<file path="config.mk">
export PLATFORM = sky130hd
export DESIGN_NAME = sp_step_unit_flat
export DESIGN_NICKNAME = d
export VERILOG_FILES = /design/src/rtl/sp_step_unit_pkg.sv /design/src/rtl/sp_step_unit_if.sv /design/src/rtl/sp_step_unit_addr_step_calc.sv /design/src/rtl/sp_step_unit.sv /design/src/flat_wrapper.sv
export SDC_FILE = /design/constraint.sdc
export NUM_CORES = 1
export LEC_CHECK = 0
export CAP_MARGIN = 20
export CORE_MARGIN = 2
export CORE_UTILIZATION = 30
export CTS_CLUSTER_SIZE = 14
export DETAILED_ROUTE_END_ITERATION = 7
export SYNTH_ARGS = -nofsm -noshare
export SYNTH_HDL_FRONTEND = slang
export SYNTH_SLANG_ARGS = --single-unit
</file>
<file path="constraint.sdc">
create_clock -name clk -period 8.25 [get_ports clk]
set_input_delay 1.2375 -clock clk [delete_from_list [all_inputs] [get_ports clk]]
set_output_delay 1.2375 -clock clk [all_outputs]
set_load 0.005 [all_outputs]
</file>
<file path="src/rtl/sp_step_unit_pkg.sv">
// Shared processor constants and command decode for the stack-pointer unit.
//   ADDR_W       default pointer/address width
//   STEP_WORD    bytes per stack word
//   STACK_TOP    pointer value of an empty stack (highest legal)
//   STACK_BOTTOM pointer value of a full stack (lowest legal)
package sp_step_unit_pkg;

  localparam int ADDR_W    = 10;
  localparam int STEP_WORD = 2;
  localparam logic [ADDR_W-1:0] STACK_TOP    = 10'h3FE;
  localparam logic [ADDR_W-1:0] STACK_BOTTOM = 10'h300;

  typedef enum logic [2:0] {
    CMD_IDLE,
    CMD_LOAD,
    CMD_REPL,   // push and pop together: replace top, pointer unchanged
    CMD_PUSH,
    CMD_POP
  } cmd_e;

  // Resolve the per-cycle command: load > push&pop > push > pop > idle.
  function automatic cmd_e decode_cmd(input logic push, input logic pop, input logic load);
    if (load)             return CMD_LOAD;
    else if (push && pop) return CMD_REPL;
    else if (push)        return CMD_PUSH;
    else if (pop)         return CMD_POP;
    else                  return CMD_IDLE;
  endfunction

endpackage

</file>
<file path="src/rtl/sp_step_unit_if.sv">
// Command/status bundle of the stack-pointer unit.
//   master: issues push/pop/load/clear_err, observes pointer and flags
//   slave : the unit itself
interface sp_step_unit_if import sp_step_unit_pkg::*; #(
  parameter int WIDTH = ADDR_W
);
  logic             push;
  logic             pop;
  logic             load;
  logic [WIDTH-1:0] load_value;
  logic             clear_err;
  logic [WIDTH-1:0] sp;
  logic [WIDTH-1:0] push_addr;
  logic [WIDTH-1:0] depth;
  logic             ack;
  logic             overflow;
  logic             underflow;
  logic             err_sticky;

  modport master (
    output push, pop, load, load_value, clear_err,
    input  sp, push_addr, depth, ack, overflow, underflow, err_sticky
  );

  modport slave (
    input  push, pop, load, load_value, clear_err,
    output sp, push_addr, depth, ack, overflow, underflow, err_sticky
  );
endinterface

</file>
<file path="src/rtl/sp_step_unit_addr_step_calc.sv">
// Combinational pointer step: ptr -/+ STEP (mod 2^WIDTH) and bound checks.
//   ptr      : current pointer
//   dec/inc  : ptr - STEP / ptr + STEP, wrapped
//   below_lo : ptr - STEP would fall under LIMIT_LO (a borrow counts as below)
//   above_hi : ptr + STEP would exceed LIMIT_HI (a carry counts as above)
module addr_step_calc import sp_step_unit_pkg::*; #(
  parameter int               WIDTH    = ADDR_W,
  parameter int               STEP     = STEP_WORD,
  parameter logic [WIDTH-1:0] LIMIT_LO = STACK_BOTTOM,
  parameter logic [WIDTH-1:0] LIMIT_HI = STACK_TOP
) (
  input  logic [WIDTH-1:0] ptr,
  output logic [WIDTH-1:0] dec,
  output logic [WIDTH-1:0] inc,
  output logic             below_lo,
  output logic             above_hi
);
  localparam logic [WIDTH:0] STEP_X = (WIDTH+1)'(STEP);

  logic [WIDTH:0] dec_x, inc_x;

  // One extra bit keeps the borrow/carry visible to the compares.
  assign dec_x = {1'b0, ptr} - STEP_X;
  assign inc_x = {1'b0, ptr} + STEP_X;

  assign dec = dec_x[WIDTH-1:0];
  assign inc = inc_x[WIDTH-1:0];

  assign below_lo = dec_x[WIDTH] | (dec_x < {1'b0, LIMIT_LO});
  assign above_hi = inc_x > {1'b0, LIMIT_HI};
endmodule

</file>
<file path="src/rtl/sp_step_unit.sv">
// Registered stack-pointer / address-step unit.
//   clk, rst_n : clock, synchronous active-low reset
//   bus.slave  : push/pop/load/load_value/clear_err in;
//                sp, push_addr (comb sp-STEP), depth, ack/overflow/underflow
//                pulses and err_sticky out
// WRAP=1 steps modulo 2^WIDTH with no faults; WRAP=0 holds and faults at limits.
module sp_step_unit import sp_step_unit_pkg::*; #(
  parameter int               WIDTH       = ADDR_W,
  parameter int               STEP        = STEP_WORD,
  parameter logic [WIDTH-1:0] RESET_VALUE = STACK_TOP,
  parameter logic [WIDTH-1:0] LIMIT_LO    = STACK_BOTTOM,
  parameter logic [WIDTH-1:0] LIMIT_HI    = STACK_TOP,
  parameter bit               WRAP        = 1'b0
) (
  input  logic           clk,
  input  logic           rst_n,
  sp_step_unit_if.slave  bus
);
  logic [WIDTH-1:0] sp_q, sp_nxt;
  logic [WIDTH-1:0] depth_q, depth_nxt;
  logic             ack_q, ack_nxt;
  logic             ovf_q, ovf_nxt;
  logic             unf_q, unf_nxt;
  logic             err_q, err_nxt;
  logic [WIDTH-1:0] sp_dec, sp_inc;
  logic             below_lo, above_hi;
  cmd_e             cmd;

  addr_step_calc #(
    .WIDTH(WIDTH), .STEP(STEP), .LIMIT_LO(LIMIT_LO), .LIMIT_HI(LIMIT_HI)
  ) u_calc (
    .ptr(sp_q), .dec(sp_dec), .inc(sp_inc), .below_lo(below_lo), .above_hi(above_hi)
  );

  assign cmd = decode_cmd(bus.push, bus.pop, bus.load);

  always_comb begin
    sp_nxt    = sp_q;
    depth_nxt = depth_q;
    ack_nxt   = 1'b0;
    ovf_nxt   = 1'b0;
    unf_nxt   = 1'b0;
    case (cmd)
      CMD_LOAD: begin
        sp_nxt    = bus.load_value;
        depth_nxt = '0;
        ack_nxt   = 1'b1;
      end
      CMD_REPL: ack_nxt = 1'b1;
      CMD_PUSH: begin
        if (!WRAP && below_lo) begin
          ovf_nxt = 1'b1;
        end else begin
          sp_nxt    = sp_dec;
          depth_nxt = (&depth_q) ? depth_q : depth_q + WIDTH'(1);
          ack_nxt   = 1'b1;
        end
      end
      CMD_POP: begin
        if (!WRAP && above_hi) begin
          unf_nxt = 1'b1;
        end else begin
          sp_nxt    = sp_inc;
          depth_nxt = (depth_q == '0) ? depth_q : depth_q - WIDTH'(1);
          ack_nxt   = 1'b1;
        end
      end
      default: ;
    endcase
    // A fault in the same cycle as clear_err keeps the error set.
    err_nxt = ovf_nxt | unf_nxt | (err_q & ~bus.clear_err);
  end

  always_ff @(posedge clk) begin
    if (!rst_n) begin
      sp_q    <= RESET_VALUE;
      depth_q <= '0;
      ack_q   <= 1'b0;
      ovf_q   <= 1'b0;
      unf_q   <= 1'b0;
      err_q   <= 1'b0;
    end else begin
      sp_q    <= sp_nxt;
      depth_q <= depth_nxt;
      ack_q   <= ack_nxt;
      ovf_q   <= ovf_nxt;
      unf_q   <= unf_nxt;
      err_q   <= err_nxt;
    end
  end

  assign bus.sp         = sp_q;
  assign bus.push_addr  = sp_dec;
  assign bus.depth      = depth_q;
  assign bus.ack        = ack_q;
  assign bus.overflow   = ovf_q;
  assign bus.underflow  = unf_q;
  assign bus.err_sticky = err_q;
endmodule

</file>
<file path="src/flat_wrapper.sv">
// flat-port wrapper written by rule: the top's interface ports become plain ports
module sp_step_unit_flat import sp_step_unit_pkg::*;
#(
  parameter int               WIDTH       = ADDR_W,
  parameter int               STEP        = STEP_WORD,
  parameter logic [WIDTH-1:0] RESET_VALUE = STACK_TOP,
  parameter logic [WIDTH-1:0] LIMIT_LO    = STACK_BOTTOM,
  parameter logic [WIDTH-1:0] LIMIT_HI    = STACK_TOP,
  parameter bit               WRAP        = 1'b0
)
  (clk, rst_n, bus_push, bus_pop, bus_load, bus_load_value, bus_clear_err, bus_sp, bus_push_addr, bus_depth, bus_ack, bus_overflow, bus_underflow, bus_err_sticky);
  sp_step_unit_if #(.WIDTH(WIDTH)) bus_i ();
  input  logic clk;
  input  logic rst_n;
  input wire logic [$bits(bus_i.push)-1:0] bus_push;
  input wire logic [$bits(bus_i.pop)-1:0] bus_pop;
  input wire logic [$bits(bus_i.load)-1:0] bus_load;
  input wire logic [$bits(bus_i.load_value)-1:0] bus_load_value;
  input wire logic [$bits(bus_i.clear_err)-1:0] bus_clear_err;
  output wire logic [$bits(bus_i.sp)-1:0] bus_sp;
  output wire logic [$bits(bus_i.push_addr)-1:0] bus_push_addr;
  output wire logic [$bits(bus_i.depth)-1:0] bus_depth;
  output wire logic [$bits(bus_i.ack)-1:0] bus_ack;
  output wire logic [$bits(bus_i.overflow)-1:0] bus_overflow;
  output wire logic [$bits(bus_i.underflow)-1:0] bus_underflow;
  output wire logic [$bits(bus_i.err_sticky)-1:0] bus_err_sticky;
  assign bus_i.push = bus_push;
  assign bus_i.pop = bus_pop;
  assign bus_i.load = bus_load;
  assign bus_i.load_value = bus_load_value;
  assign bus_i.clear_err = bus_clear_err;
  assign bus_sp = bus_i.sp;
  assign bus_push_addr = bus_i.push_addr;
  assign bus_depth = bus_i.depth;
  assign bus_ack = bus_i.ack;
  assign bus_overflow = bus_i.overflow;
  assign bus_underflow = bus_i.underflow;
  assign bus_err_sticky = bus_i.err_sticky;
  sp_step_unit #(.WIDTH(WIDTH), .STEP(STEP), .RESET_VALUE(RESET_VALUE), .LIMIT_LO(LIMIT_LO), .LIMIT_HI(LIMIT_HI), .WRAP(WRAP)) u_core (.clk(clk), .rst_n(rst_n), .bus(bus_i));
endmodule
</file>
**Word level (Yosys, flattened, before mapping)**

Cells that the tools add are included.

- Bits in registers: 24
- Word-level logic and storage cells: 51

- Equality and inequality tests: 8
- Reduce and logical (&&, ||, !) cells: 7
- Add/sub/neg operators: 4
- Bitwise gates (word level): 5
- Magnitude comparators: 2
- Mux-type cells: 19

Operators with widths:

| operator | number |
|---|---|
| 10-bit 2-to-1 mux | 6 |
| 10-bit case mux with 3 select lines | 2 |
| 3-bit 2-to-1 mux | 4 |
| 10-bit by 2-bit adder with 11-bit output, second input constant | 1 |
| 11-bit by 10-bit greater-than comparator with 1-bit output, second input constant | 1 |
| 11-bit by 10-bit less-than comparator with 1-bit output, second input constant | 1 |
| 10-bit by 2-bit subtractor with 11-bit output, second input constant | 1 |
| 10-bit by 1-bit adder with 10-bit output, second input constant | 1 |
| 10-bit zero test | 1 |
| 10-bit AND reduction | 1 |
| 10-bit by 1-bit subtractor with 10-bit output, second input constant | 1 |
| 2-bit inequality test, second input constant | 4 |
| 3-bit by 2-bit == test with 1-bit output, second input constant | 2 |
| 1-bit 2-to-1 mux | 6 |
| 5-bit AND reduction | 1 |
| 3-bit by 1-bit == test with 1-bit output, second input constant | 1 |
| 3-bit == test, second input constant | 1 |
| 1-bit OR | 3 |
| 1-bit case mux with 3 select lines | 1 |
| 3-bit AND reduction | 1 |
| 3-bit nonzero test | 1 |
| 2-bit OR reduction | 1 |
| 1-bit bitwise AND | 1 |
| 1-bit logical AND | 1 |
| 1-bit inverter | 1 |

**Longest topological paths before layout**

- Depth after elaboration: 8
- Mapped depth: 12

**Modules after synthesis**

Synthesis repeated with hierarchy kept, for this count alone.

- Cells, all modules: 263
- Area, all modules: 2,059.5 µm²

By module, submodules not included:

| module | cells an instance | area an instance (µm²) | instances | sequential area each (µm²) |
|---|---|---|---|---|
| sp_step_unit | 206 | 1,666.6 | 1 | 480.5 |
| addr_step_calc | 57 | 392.9 | 1 | 0.0 |

**Worst setup path after synthesis**

No wires, ideal clock.

- Kind: input-to-reg
- Start: input bus_push
- End: register u_core.depth_q[9], in the netlist u_core.bus.depth[9]
- Setup time: 79 ps
- Stages on the path: 11
- Setup slack: 4,444 ps
- Path buffers: 1
- Data arrival time: 3,727 ps
- Required time: 8,171 ps
- Cell sequence: or3b_2 buf_6 clkinv_1 ha_1 a211oi_1 o21bai_1 a21oi_1 nor3_1 or3_1 or3_1 o211ai_1

- Cells in the longest elaborated chain, start to end: 6

Ends and longest elaborated chain:

| what | line | source |
|---|---|---|
| start, declared | flat_wrapper.sv:15 | `input wire logic [$bits(bus_i.push)-1:0] bus_push;` |
| 3-bit 2-to-1 mux or 1-bit logical AND (tied branches) | sp_step_unit_pkg.sv:25, sp_step_unit_pkg.sv:24 |  |
| 3-bit 2-to-1 mux * | sp_step_unit_pkg.sv:24 | `else if (push && pop) return CMD_REPL;` |
| 3-bit 2-to-1 mux * | sp_step_unit_pkg.sv:23 | `if (load) return CMD_LOAD;` |
| 3-bit == test (tied with other cells) | sp_step_unit.sv:43 | `case (cmd)` |
| 2-bit inequality test (no source line) or 3-bit nonzero test (tied branches) | -- |  |
| 5-bit AND reduction (no source line) | -- |  |
| end signal, assigned | sp_step_unit.sv:84 | `depth_q <= depth_nxt;` |
| end, declared | sp_step_unit.sv:20 | `logic [WIDTH-1:0] depth_q, depth_nxt;` |

Every way passes the cells marked *; elsewhere a longest branch is shown, timed or not.
A chain may end at the register's enable or synchronous reset.

**Final worst setup path**

- Start: input bus_load
- End: register u_core.depth_q[9], in the netlist u_core.bus.depth[9]

- Cells in the longest elaborated chain, start to end: 4

Ends and longest elaborated chain:

| what | line | source |
|---|---|---|
| start, declared | flat_wrapper.sv:17 | `input wire logic [$bits(bus_i.load)-1:0] bus_load;` |
| 3-bit 2-to-1 mux * | sp_step_unit_pkg.sv:23 |  |
| 3-bit == test (tied with other cells) | sp_step_unit.sv:43 |  |
| 2-bit inequality test (no source line) or 3-bit nonzero test (tied branches) | -- |  |
| 5-bit AND reduction (no source line) | -- |  |

Marked as above.

==> impl_metrics.toml <==
[run_status]
status = "finished clean"

[routing]
firstDrtPassIters = 4
drc = 0
drtIter0Drc = 88
wirelength_mm = 5.55
vias_per_cell = 5.33
wl_per_cell_um = 15.2
ant_nets = 0
vias = 1952

[clock_network]
ctsHoldBuffers = 0
cts_buffers = 3
clockBufferDepth = 2
worstSkewPairLatency_ps = 270
post_cts_buffers = 0
cts_tree = "yes"
htreeDepth = 1
clock-root-buffer = "clkbuf_8"
clkTransAtPathRegs_ps = 90
cts_resized = 0
cts_num_sinks = 24

[setup_path]
r2r-start = "u_core.bus.sp[1]"
crit_path_cell_trace = "clkdlybuf4s50_1 > or3b_2 > clkinv_1 > ha_1 > a211oi_1 > o21bai_1 > a21oi_1 > nor3_1 > or3_1 > or3_1 > o211ai_1"
worst_path_max_delay_cell = "clkdlybuf4s50_1"
cp_data_arrival_time_ps = 4840
critPathLaunchType = "input pin"
crit_buf_inv = 2
crit_path_end_kind = "flop"
crit_top_cell = "or3_1"
path_class = "input pin to flop"
startpoint = "bus_load"
max_stage_delay_ps = 570
critPathMaxFanout = 17
required_ps = 8450
cpLargestDelayFamily = "simple AND/OR/NAND/NOR gates"

[global_routing]
grt_max_degree = 29
grt-busiest-layer = "met2"
grt_antenna_before_repair = 0
met2_usage_pct = 24.5
first_global_vias = 1852
grt_use_met3_pct = 2.18
track_usage_pct = 15.1
gr-total-overflow = 0
grt_pass1_wl_mm = 9.27
grt_use_met1_pct = 21.1

[finish]
drive_gt1_share_pct = 8.04
num-nets-final = 315
synthToLayoutAreaGrowth_pct = 24.2
antenna_cells = 0
nFillCells = 702

[timing]
worst_clock_skew_ps = 6.58
final.min_clock_period_ps = 4640
rsz0062_at_grt = "no"
fmax_ghz = 0.215
max_slew_margin_pct = 36.0
finalHoldViolations = 0
drv_slew = 0
post-route-period-util_pct = 56.3
setup-tns-final_ps = 0
finalSetupViolations = 0
tightest_slew_ps = 957

[floorplanning]
core-area_mm2 = 0.00672
die_h_um = 87.0
row_count = 30
ios = 50
dieWidth_um = 87.0
dieArea_mm2 = 0.00757
start_util_pct = 30.7

[placement]
port_buffers = 49
dpl.hpwl_mm = 4.06
routabilityCongestion = 0.930

[yosys]
synth_edf_count = 0
ys_types = 65
avgSynthCellArea_um2 = 8.30
netlist_area_mm2 = 0.00207
ys.flop_type = "dfxtp_1"
yosysWarnings = 0
async_flop_share_pct = 0
ys_ff_latch = 24
syn_nets = 277
ys_seq_area_share_pct = 23.3
syn_inst = 249

[pwr]
seqPwrFrac_pct = 41.6
powerDensity_mw_per_mm2 = 130
ir_drop_mv = 0.0564
clkPwrFrac_pct = 24.8
p_int_uw = 226
combPwrFrac_pct = 33.6
p_leak_nw = 0.989
switching_power_uw = 109
swShare_pct = 32.5
total_power_uw = 334

[worst_hold_path]
hp-class = "flop to flop"
worstHoldStart = "u_core.bus.depth[5]"

[job]
drv_cap = 0
-- through the flow --
stage	instance area [um2]	worst slack, ps	cells	hold slack, ps	util, %
global route	2560	3340	366	593	38.2
finish	2560	3610	366	533	38.2
detailed placement	2500	3390	361	521	37.2
floorplan	2070	4440	249	493	-
global placement	2500	3530	361	520	37.2
CTS	2560	3650	365	538	38.1
-- routing by layer --
metal | share of wire, % | vias up
li1 | - | 997
met5 | 0 | -
met2 | 47 | 37
met1 | 49 | 914
met4 | 0.61 | 0
met3 | 4.2 | 4
-- registers in the layout, indices dropped and copies added, names as in the netlist --
register and cells:
u_core.bus.err_sticky 1, u_core.bus.ack 1, u_core.bus.underflow 1, u_core.bus.depth 10, u_core.bus.overflow 1, u_core.bus.sp 10
-- final timing paths --
kind	endpoint	depth (start not counted)	slack (ps)
worst max-delay path	u_core.bus.depth[9]	11	3610
worst min-delay path	u_core.bus.depth[5]	2	530
worst max register to register	u_core.bus.sp[1]	8	5060
worst min register to register	u_core.bus.depth[5]	2	530
-- power groups by stage --
stage / Sequential, mW / Clock [mW] / Combinational [mW]
after floorplan: 0.134 / 0 / 0.0793
after global placement: 0.142 / 0 / 0.111
after detailed placement: 0.142 / 0 / 0.111
after CTS: 0.139 / 0.0868 / 0.112
after global routing: 0.141 / 0.0905 / 0.124
final: 0.139 / 0.0831 / 0.112
-- worst register-to-register path, cell delays in order, from the launching register on --
cell and delay (ps):
dfxtp_1 420, inv_1 150, ha_1 250, nor3b_1 750, nor4_4 80, a311oi_2 450, or3_1 590, mux2i_1 240
o21ai_0 90
-- cell usage after synthesis, types with 3 or more instances --
cell type  count  area (um2)
clkbuf_8       4        55.1
nand3_1        9        45.0
dfxtp_1       24         480
nor2b_1       11        68.8
a21boi_1       3        22.5
o211ai_1       7        52.6
inv_1          8        30.0
a31oi_1        6        37.5
o21ai_0       13        65.1
ha_1          11         138
a211oi_1       6        45.0
nand4_1        5        31.3
buf_6          4        45.0
a21oi_1       10        50.1
nor4_1         3        18.8
xnor2_1       12         105
clkbuf_1       5        18.8
or3_1          3        18.8
nand2_1       12        45.0
nor3_1         9        45.0
xor2_1         3        26.3
nor2_1        20        75.1
mux2i_1        7        70.1
-- cell usage in the layout, fill, tap and decap left out, types with 3 or more instances in the layout --
master,instances
o21ai_0,13
nor2b_1,11
clkdlybuf4s50_1,49
ha_1,11
mux2i_1,7
o211ai_1,7
clkbuf_8,4
xor2_1,3
nor4_1,3
a21boi_1,3
a211oi_1,6
inv_1,8
nor3_1,9
nor2_1,20
or3_1,3
nand2_1,12
a21oi_1,10
nand4_1,5
xnor2_1,12
dfxtp_1,24
nand3_1,9
a31oi_1,6
-- area by class of cell --
type                       count  area [um2]  share of cell area, %
clock buffer                   4        55.1                   2.15
inverter                       9        33.8                   1.32
multi-input combinational    199        1400                   54.5
sequential                    24         480                   18.7
tap                           80         100                   3.90
timing repair buffer          50         498                   19.4
-- logic make-up after synthesis --
logic type	share of synthesized area (%)
flops	23.3
mux	3.39
compound gates	22.8
xor+xnor	6.36
fa+ha+maj	7.63
simple gates	27.4
buf+inv	9.08
Note: power is estimated with default switching activity, not from simulation.
